### config.mk
export PLATFORM = sky130hd
export DESIGN_NAME = prog_clk_divider
export DESIGN_NICKNAME = d
export VERILOG_FILES = /design/src/rtl/prog_clk_divider.sv
export SDC_FILE = /design/constraint.sdc
export NUM_CORES = 1
export LEC_CHECK = 0
export ABC_AREA = 1
export CORE_MARGIN = 4
export CORE_UTILIZATION = 45
export CTS_CLUSTER_SIZE = 24
export DETAILED_ROUTE_END_ITERATION = 16
export DONT_BUFFER_PORTS = 1
export PLACE_DENSITY = 0.63
export RECOVER_POWER = 50
export SETUP_SLACK_MARGIN = 0.15
export SLEW_MARGIN = 10
export SYNTH_ARGS = -nofsm -noshare
export SYNTH_HDL_FRONTEND = slang
export SYNTH_SLANG_ARGS = --single-unit
### constraint.sdc
create_clock -name clk -period 7.3 [get_ports clk]
set_clock_uncertainty 0.15 [all_clocks]
set_input_delay 0 -clock clk [delete_from_list [all_inputs] [get_ports clk]]
set_output_delay 0 -clock clk [all_outputs]
set_load 0.01 [all_outputs]
### src/rtl/prog_clk_divider.sv
// Programmable clock divider: registered 50%-ish divided clock plus period tick,
// with a valid/ready divisor port whose updates take effect only on period boundaries.
module prog_clk_divider #(
  parameter int WIDTH       = 8,
  parameter int DEFAULT_DIV = 10
) (
  input  logic             clk,
  input  logic             rstn,
  input  logic             en,
  input  logic             div_valid,
  input  logic [WIDTH-1:0] div_value,
  output logic             div_ready,
  output logic             div_err,
  output logic             clk_out,
  output logic             tick,
  output logic [WIDTH-1:0] cur_div
);

  typedef enum logic [1:0] {IDLE, RUN, PEND} state_t;

  localparam logic [WIDTH-1:0] DEF_DIV = WIDTH'(DEFAULT_DIV);
  localparam logic [WIDTH-1:0] ONE     = WIDTH'(1);

  state_t           state;
  logic [WIDTH-1:0] phase;
  logic [WIDTH-1:0] pend_div;
  logic [WIDTH-1:0] phase_nxt;
  logic [WIDTH-1:0] div_eff;
  logic             xfer;
  logic             legal;
  logic             wrap;
  logic             pend_load;

  // ceil(n/2) without widening: n>>1 plus the odd bit never exceeds 2^(WIDTH-1)
  function automatic logic [WIDTH-1:0] half_up(input logic [WIDTH-1:0] n);
    return (n >> 1) + {{(WIDTH-1){1'b0}}, n[0]};
  endfunction

  assign div_ready = (state != PEND);
  assign xfer      = div_valid & div_ready;
  assign legal     = xfer & (div_value > ONE);
  assign wrap      = (phase == cur_div - ONE);
  assign phase_nxt = wrap ? '0 : phase + ONE;
  assign pend_load = (state == PEND) & wrap;
  // divisor governing the cycle being entered, so a reload starts cleanly
  assign div_eff   = pend_load ? pend_div : cur_div;

  always_ff @(posedge clk) begin
    if (!rstn) begin
      state    <= IDLE;
      phase    <= '0;
      cur_div  <= DEF_DIV;
      pend_div <= DEF_DIV;
      clk_out  <= 1'b0;
      tick     <= 1'b0;
      div_err  <= 1'b0;
    end else begin
      div_err <= xfer & ~legal;
      case (state)
        IDLE: begin
          phase <= '0;
          if (legal) cur_div <= div_value;
          if (en) begin
            state   <= RUN;
            clk_out <= 1'b1;
            tick    <= 1'b1;
          end else begin
            clk_out <= 1'b0;
            tick    <= 1'b0;
          end
        end
        default: begin
          if (!en) begin
            // abort mid-period; a waiting divisor still lands
            state   <= IDLE;
            phase   <= '0;
            clk_out <= 1'b0;
            tick    <= 1'b0;
            if (state == PEND)  cur_div <= pend_div;
            else if (legal)     cur_div <= div_value;
          end else begin
            phase   <= phase_nxt;
            tick    <= (phase_nxt == '0);
            clk_out <= (phase_nxt < half_up(div_eff));
            if (pend_load) begin
              cur_div <= pend_div;
              state   <= RUN;
            end else if (legal) begin
              pend_div <= div_value;
              state    <= PEND;
            end
          end
        end
      endcase
    end
  end

endmodule
==> summary.txt, run 1 <==
Outcome
  – Status: complete, no violations

GRT
  – Global-route wire length before repair: 10400 µm
  – Vias in the first global route: 2134
  – Remaining global-route overflow: 0
  – GR Util All Layers: 21.3%
  – Pin count of the biggest net entering global routing: 19
  – Initial antenna violation count: 0

Worst setup path
  – Slowest stage delay, CP: 390 ps
  – Setup CP Type: flop to flop
  – CP cell instances: inv_1 -> ha_1 -> inv_1 -> nand2_1 -> nand2_1 -> nor2_1 -> nand3_1 -> inv_2 -> nand2_2 -> nor2_4 -> nand3_4 -> o21ai_1 -> ha_1 -> nand2_1 -> nor2_1 -> nand4_1 -> ha_1 -> nand2_1 -> inv_1 -> nand2_1 -> nand3_1 -> a31oi_1 -> nand2_1 -> nand2_1
  – Crit. End Element: flop
  – Required @ worst endpoint: 7380 ps
  – Delay-heaviest family, CP: simple AND/OR/NAND/NOR gates
  – Worst Path Buf+Inv: 4
  – Worst Path Max Fanout: 18
  – Most used cell, CP: nand2_1
  – Worst Setup Start Kind: flop
  – Internal reg-to-reg setup slack: 3560 ps
  – Crit-path slowest cell: dfxtp_1
  – Crit path DAT: 3820 ps

Yosys
  – Mapped cell area: 2240 µm²
  – Post-synth ARST share: 0%
  – Yosys warning count: 0
  – Synth unique cells: 33
  – Post-Synthesis Cells: 359
  – Yosys top cell area share: 26.0%
  – Ranking of synthesized cells by area: dfxtp_1 (26%), nand2_1 (16%), inv_1 (8.1%)
  – Post-synth EDFFs: 0
  – Area leader, netlist: dfxtp_1
  – Seq/Total Area, Yosys: 26.0%
  – Top-count cell post-synth: nand2_1
  – Post-synth top cells: nand2_1 (97), inv_1 (48), nor2_1 (30)
  – Mapped Nets: 382
  – Synth Flop Type: dfxtp_1
  – Yosys reg bits: 29
  – Avg Inst Size Synth: 6.23 µm²

Finish
  – Area added between synthesis and finish: 13.1%
  – Layout Nets: 400
  – Filler cells: 497
  – Share of layout cells above drive strength 1: 9.02%
  – Ant diodes: 0
  – Finished Core Util: 53.2%

Floorplan
  – # IOs: 24
  – Die width: 78.5 µm
  – Core footprint: 4750 µm²
  – Die area: 6160 µm²
  – Initial Utilization: 47.1%
  – Site Rows: 25
  – Die height: 78.5 µm

Timing
  – Final setup violation count: 0
  – Slew Limit Fails: 0
  – Final period util: 51.2%
  – RSZ-0062 raised after global routing: no
  – Hold Vio Cnt, Final: 0
  – Max Freq: 268 MHz
  – Normalized max-slew margin: 56.0%
  – Period minus WS final: 3740 ps
  – Slew at the pin with the worst max-slew slack: 658 ps
  – Hold_ws: 72.3 ps
  – Setup TNS: 0 ps

Pwr
  – Power per Cell Area: 173 nW/µm²
  – Total power: 0.000437 W
  – VDD IR max: 90.7 µV
  – Leakage: 1.18 nW

Route
  – Initial drt markers: 118
  – Final wirelength: 6030 µm
  – Routed vias/inst: 5.14
  – Router iterations before antenna repair: 4
  – DRC viols: 0
  – Total number of vias: 2282
  – DR WL/cell: 13.6 µm
  – Final ANT Viol Nets: 0

Clock network
  – H-tree Lvls: 2
  – Inserted Clock Buffers: 5
  – CTS root buf: clkbuf_8
  – CTS sink cnt: 29
  – Clock Path Buffers: 2
  – Gates resized, CTS repair: 0
  – Worst-Skew Late Latency: 280 ps
  – CTS tree: built
  – Clock slew seen by the registers of the worst setup and hold paths: 70 ps

Run
  – Max_cap viols: 0

Worst hold path
  – Min-Delay Path Class: input pin to flop

Place
  – Placer congestion estimate: 0.917
  – DP Wirelength: 4600 µm
  – Port bufs: 0
layout make-up:
cell class	count	area (µm²)	share of cell area, %
Clock buffer	7	86.3	3.41
Inverter	55	206	8.16
Multi-Input combinational cell	270	1410	55.9
Sequential cell	29	581	22.9
Tap cell	67	83.8	3.31
Timing Repair Buffer	16	160	6.33
routing by layer:
| layer | wire length (µm) | vias to the layer above | track usage [%] |
|---|---|---|---|
| met3 | 364 | 11 | 5.39 |
| met5 | 0 | - | 0 |
| met4 | 85 | 0 | 6.64 |
| met1 | 2770 | 1012 | 27.7 |
| li1 | - | 1185 | - |
| met2 | 2820 | 74 | 34.5 |
placed cells by master, fill, tap and decap left out, drive strengths merged, types with 4 or more instances in the layout:
master,netlist,routed
nand2,104,104
inv,55,55
nor2,39,39
o21ai,31,31
dfxtp,29,29
nand3,28,28
a21oi,20,20
dlygate4sd3,0,16
nor3,14,14
ha,11,11
xor2,7,7
clkbuf,2,7
xnor2,4,4
nand4,4,4
where the power goes:
| part | switching [W] | internal [W] |
|---|---|---|
| logic | 0.0000734 | 0.0000433 |
| clock network | 0.0000618 | 0.0000747 |
| registers | 0.0000162 | 0.000167 |
| total | 0.000151 | 0.000285 |
worst min-delay path, cell delays in order:
cell     delay (ps)
nand3_2         200
nor3_4          130
a21oi_1         130
final timing paths:
check | from | endpoint | cells after the start
max | cur_div[0] | clk_out | 24
min | div_valid | pend_div[2] | 3
max reg2reg | cur_div[0] | clk_out | 24
min reg2reg | pend_div[6] | pend_div[6] | 2
timing repair:
item / CTS / global route
hold buffers: 16 / 0
buffers inserted: 0 / 0
endpoints found under the hold margin: 21 / 0
registers in the layout (all words and copies together), names as in the netlist:
register,cells
clk_out,1
cur_div,8
div_err,1
pend_div,8
phase,8
state,2
tick,1
per-stage QoR:
step | instance area (µm²) | instances | setup slack, ps
detailed placement | 2290 | 421 | 3650
global route | 2530 | 444 | 3060
global placement | 2290 | 421 | 3700
floorplan | 2240 | 359 | 4090
finish | 2530 | 444 | 3560
CTS | 2540 | 444 | 3630
cells by family after synthesis:
family          Yosys count  synth area share (%)
buf+inv                  60                  10.6
xor+xnor                 11                  4.31
compound gates           56                  14.1
fa+ha+maj                11                  6.15
simple gates            192                  38.9
flops                    29                  26.0
No activity file was read; power rests on OpenSTA's default activity.
==> inputs of run 2 (changes only) <==
==> constraint.sdc (replaced) <==
create_clock -name clk -period 3.7 [get_ports clk]
set_clock_uncertainty 0.15 [all_clocks]
set_input_delay 0 -clock clk [delete_from_list [all_inputs] [get_ports clk]]
set_output_delay 0 -clock clk [all_outputs]
set_load 0.01 [all_outputs]
==> run 2 against run 1 <==
  * Count of clock-buffer cells in the layout did not move
  * Sequential share of layout area fell by 0.63 points
  * Fmax rose by 14%
  * Sequential power rose by 97%
  * Critical path type unchanged
  * Clock power rose to 2.6 times the previous value
  * Largest power group unchanged
  * Critical path depth rose by 2
  * Highest routed layer unchanged
  * Combinational power rose by 100%
  * Total power rose by 120%
  * First-iteration DRC count rose by 41%
  * Die area did not move
==> summary.txt, run 2 (synthesized netlist as in run 1, its figures left out) <==
Outcome
  – Status: complete, no violations (unchanged)

Timing
  – Hold Vio Cnt, Final: 0 (unchanged)
  – Setup TNS: 0 ps (unchanged)
  – Normalized max-slew margin: 49.1% (was 56.0%)
  – Period minus WS final: 3290 ps (was 3740 ps)
  – Slew Limit Fails: 0 (unchanged)
  – Final setup violation count: 0 (unchanged)
  – Max Freq: 304 MHz (was 268 MHz)
  – Slew at the pin with the worst max-slew slack: 760 ps (was 658 ps)
  – Final period util: 88.8% (was 51.2%)
  – RSZ-0062 raised after global routing: yes (was no)

Clock network
  – CTS root buf: clkbuf_8 (unchanged)
  – Worst-Skew Late Latency: 290 ps (was 280 ps)
  – CTS sink cnt: 29 (unchanged)
  – CTS tree: built (unchanged)
  – H-tree Lvls: 2 (unchanged)
  – Inserted Clock Buffers: 5 (unchanged)
  – Clock Path Buffers: 2 (unchanged)
  – Clock slew seen by the registers of the worst setup and hold paths: 70 ps (about the same)

Worst setup path
  – Worst Path Max Fanout: 8 (was 18)
  – Worst Setup Start Kind: flop (unchanged)
  – Internal reg-to-reg setup slack: 410 ps (was 3560 ps)
  – Crit path DAT: 3370 ps (was 3820 ps)
  – Required @ worst endpoint: 3780 ps (was 7380 ps)
  – Most used cell, CP: nand2_1 (unchanged)
  – Setup CP Type: flop to flop (unchanged)
  – Crit. End Element: flop (unchanged)
  – Crit-path slowest cell: dfxtp_2 (was dfxtp_1)
  – Worst Path Buf+Inv: 5 (was 4)
  – Delay-heaviest family, CP: simple AND/OR/NAND/NOR gates (unchanged)
  – R2r worst-path depth: 26 (was 24)
  – Slowest stage delay, CP: 370 ps (was 390 ps)
  – Source of the worst register-to-register timing path: cur_div[0] (unchanged)
  – R2R Path End: clk_out (unchanged)

Pwr
  – Sw power: 0.000313 W (was 0.000151 W)
  – Combinational Power Share: 25.1% (was 26.7%)
  – Clk pwr share: 36.9% (was 31.2%)
  – Internal: 0.000639 W (was 0.000285 W)
  – Switching share of total power: 32.9% (was 34.7%)
  – Sequential Power Share: 38.1% (was 42.0%)
  – Leakage: 1.22 nW (was 1.18 nW)
  – Power per Cell Area: 364 nW/µm² (was 173 nW/µm²)
  – VDD IR max: 203 µV (was 90.7 µV)

Route
  – Initial drt markers: 166 (was 118)
  – DR WL/cell: 14.1 µm (was 13.6 µm)
  – Router iterations before antenna repair: 4 (unchanged)
  – Final wirelength: 6340 µm (was 6030 µm)
  – Final ANT Viol Nets: 0 (unchanged)
  – DRC viols: 0 (unchanged)
  – Total number of vias: 2390 (was 2282)
  – Routed vias/inst: 5.32 (was 5.14)

Finish
  – Share of layout cells above drive strength 1: 12.3% (was 9.02%)
  – Ant diodes: 0 (unchanged)
  – Regs by FF count: cur_div (8), pend_div (8), phase (8) (unchanged)
  – Commonest non-fill, non-tap cells in the layout: nand2_1 (97), inv_1 (48), nor2_1 (31), dfxtp_1 (27), nand3_1 (26) (was nand2_1 (97), inv_1 (50), nor2_1 (32), dfxtp_1 (29), nand3_1 (26))
  – Area added between synthesis and finish: 16.8% (was 13.1%)
  – Commonest non-fill, non-tap cell in the layout: nand2_1 (unchanged)
  – Non-filler instance count after layout: 449 (was 444)
  – Layout Nets: 404 (was 400)

GRT
  – GR Util All Layers: 21.2% (was 21.3%)
  – Initial antenna violation count: 0 (unchanged)
  – Pin count of the biggest net entering global routing: 19 (unchanged)
  – Global-route wire length before repair: 10300 µm (was 10400 µm)
  – Remaining global-route overflow: 0 (unchanged)
  – Vias in the first global route: 2155 (was 2134)

Worst hold path
  – Min-Delay Path Class: input pin to flop (unchanged)
  – WHS Endpoint: pend_div[7] (was pend_div[2])
  – Hold depth: 4 (was 3)
  – Worst hold start: div_valid (unchanged)

Place
  – DP Wirelength: 4700 µm (was 4600 µm)
  – Inst Count DP: 422 (was 421)
  – Port bufs: 0 (unchanged)
  – Placer congestion estimate: 0.932 (was 0.917)

Floorplan
  – Initial Utilization: 47.1% (unchanged)
  – Die width: 78.5 µm (unchanged)
  – # IOs: 24 (unchanged)
  – Die area: 6160 µm² (unchanged)
  – Site Rows: 25 (unchanged)
  – Core footprint: 4750 µm² (unchanged)
  – Die height: 78.5 µm (unchanged)

Run
  – Max_cap viols: 0 (unchanged)
## run 2: cell type report
type,instances,area (µm²)
multi-input cells,270,1430
clock buffers,7,86.3
well taps,67,83.8
clock inverters,1,30.0
repair buffers,20,190
inverters,55,206
fillers,513,2140
flip-flops and latches,29,583
## run 2: worst max-delay path by stage
stage,startpoint,slack (ps),cells past startpoint,end
floorplan,cur_div[0],490,25,clk_out
global placement,cur_div[1],390,24,clk_out
detailed placement,cur_div[1],310,24,clk_out
CTS,cur_div[1],280,24,clk_out
global route,cur_div[0],110,26,clk_out
finish,cur_div[0],410,26,clk_out
## run 2: worst min-delay path, delay by kind of cell
kind / cells / cell delay (ps)
AND/OR/NAND/NOR: 3 / 350
AO/OA/AOI/OAI: 1 / 50
## run 2: stage by stage
| stage | setup WS (ps) | hold WS [ps] | utilization (%) | power [W] | area (µm²) |
|---|---|---|---|---|---|
| 6_report | 414 | 19.9 | 55.0 | 0.000953 | 2610 |
| 3_5_place_dp | 308 | -57.5 | 48.3 | 0.000578 | 2300 |
| 2_1_floorplan | 494 | -23.7 | - | 0.000532 | 2240 |
| 3_3_place_gp | 391 | -61.8 | 48.3 | 0.000576 | 2300 |
| 5_1_grt | 110 | 49.8 | 55.0 | 0.00100 | 2610 |
| 4_1_cts | 281 | 46.3 | 54.1 | 0.000950 | 2570 |
## run 2: power groups by stage
| stage | sequential [W] | combinational, W | clock, W |
|---|---|---|---|
| after floorplan | 0.000359 | 0.000173 | 0 |
| after global placement | 0.000369 | 0.000207 | 0 |
| after detailed placement | 0.000369 | 0.000209 | 0 |
| after CTS | 0.000362 | 0.000231 | 0.000357 |
| after global routing | 0.000366 | 0.000270 | 0.000367 |
| final | 0.000363 | 0.000239 | 0.000351 |
## run 2: repair_timing
action / CTS / global route
buffers inserted: 0 / 3
gates resized for setup: 0 / 6
hold buffers: 16 / 0
endpoints found under the hold margin: 21 / 0
setup endpoints to repair: 0 / 2
## run 2: layer usage
| layer | track usage, % | vias to the layer above | routed length, µm |
|---|---|---|---|
| li1 | - | 1197 | - |
| met1 | 26.5 | 1094 | 2820 |
| met2 | 35.0 | 81 | 2960 |
| met3 | 4.36 | 18 | 380 |
| met4 | 9.62 | 0 | 184 |
| met5 | 0 | - | 0 |
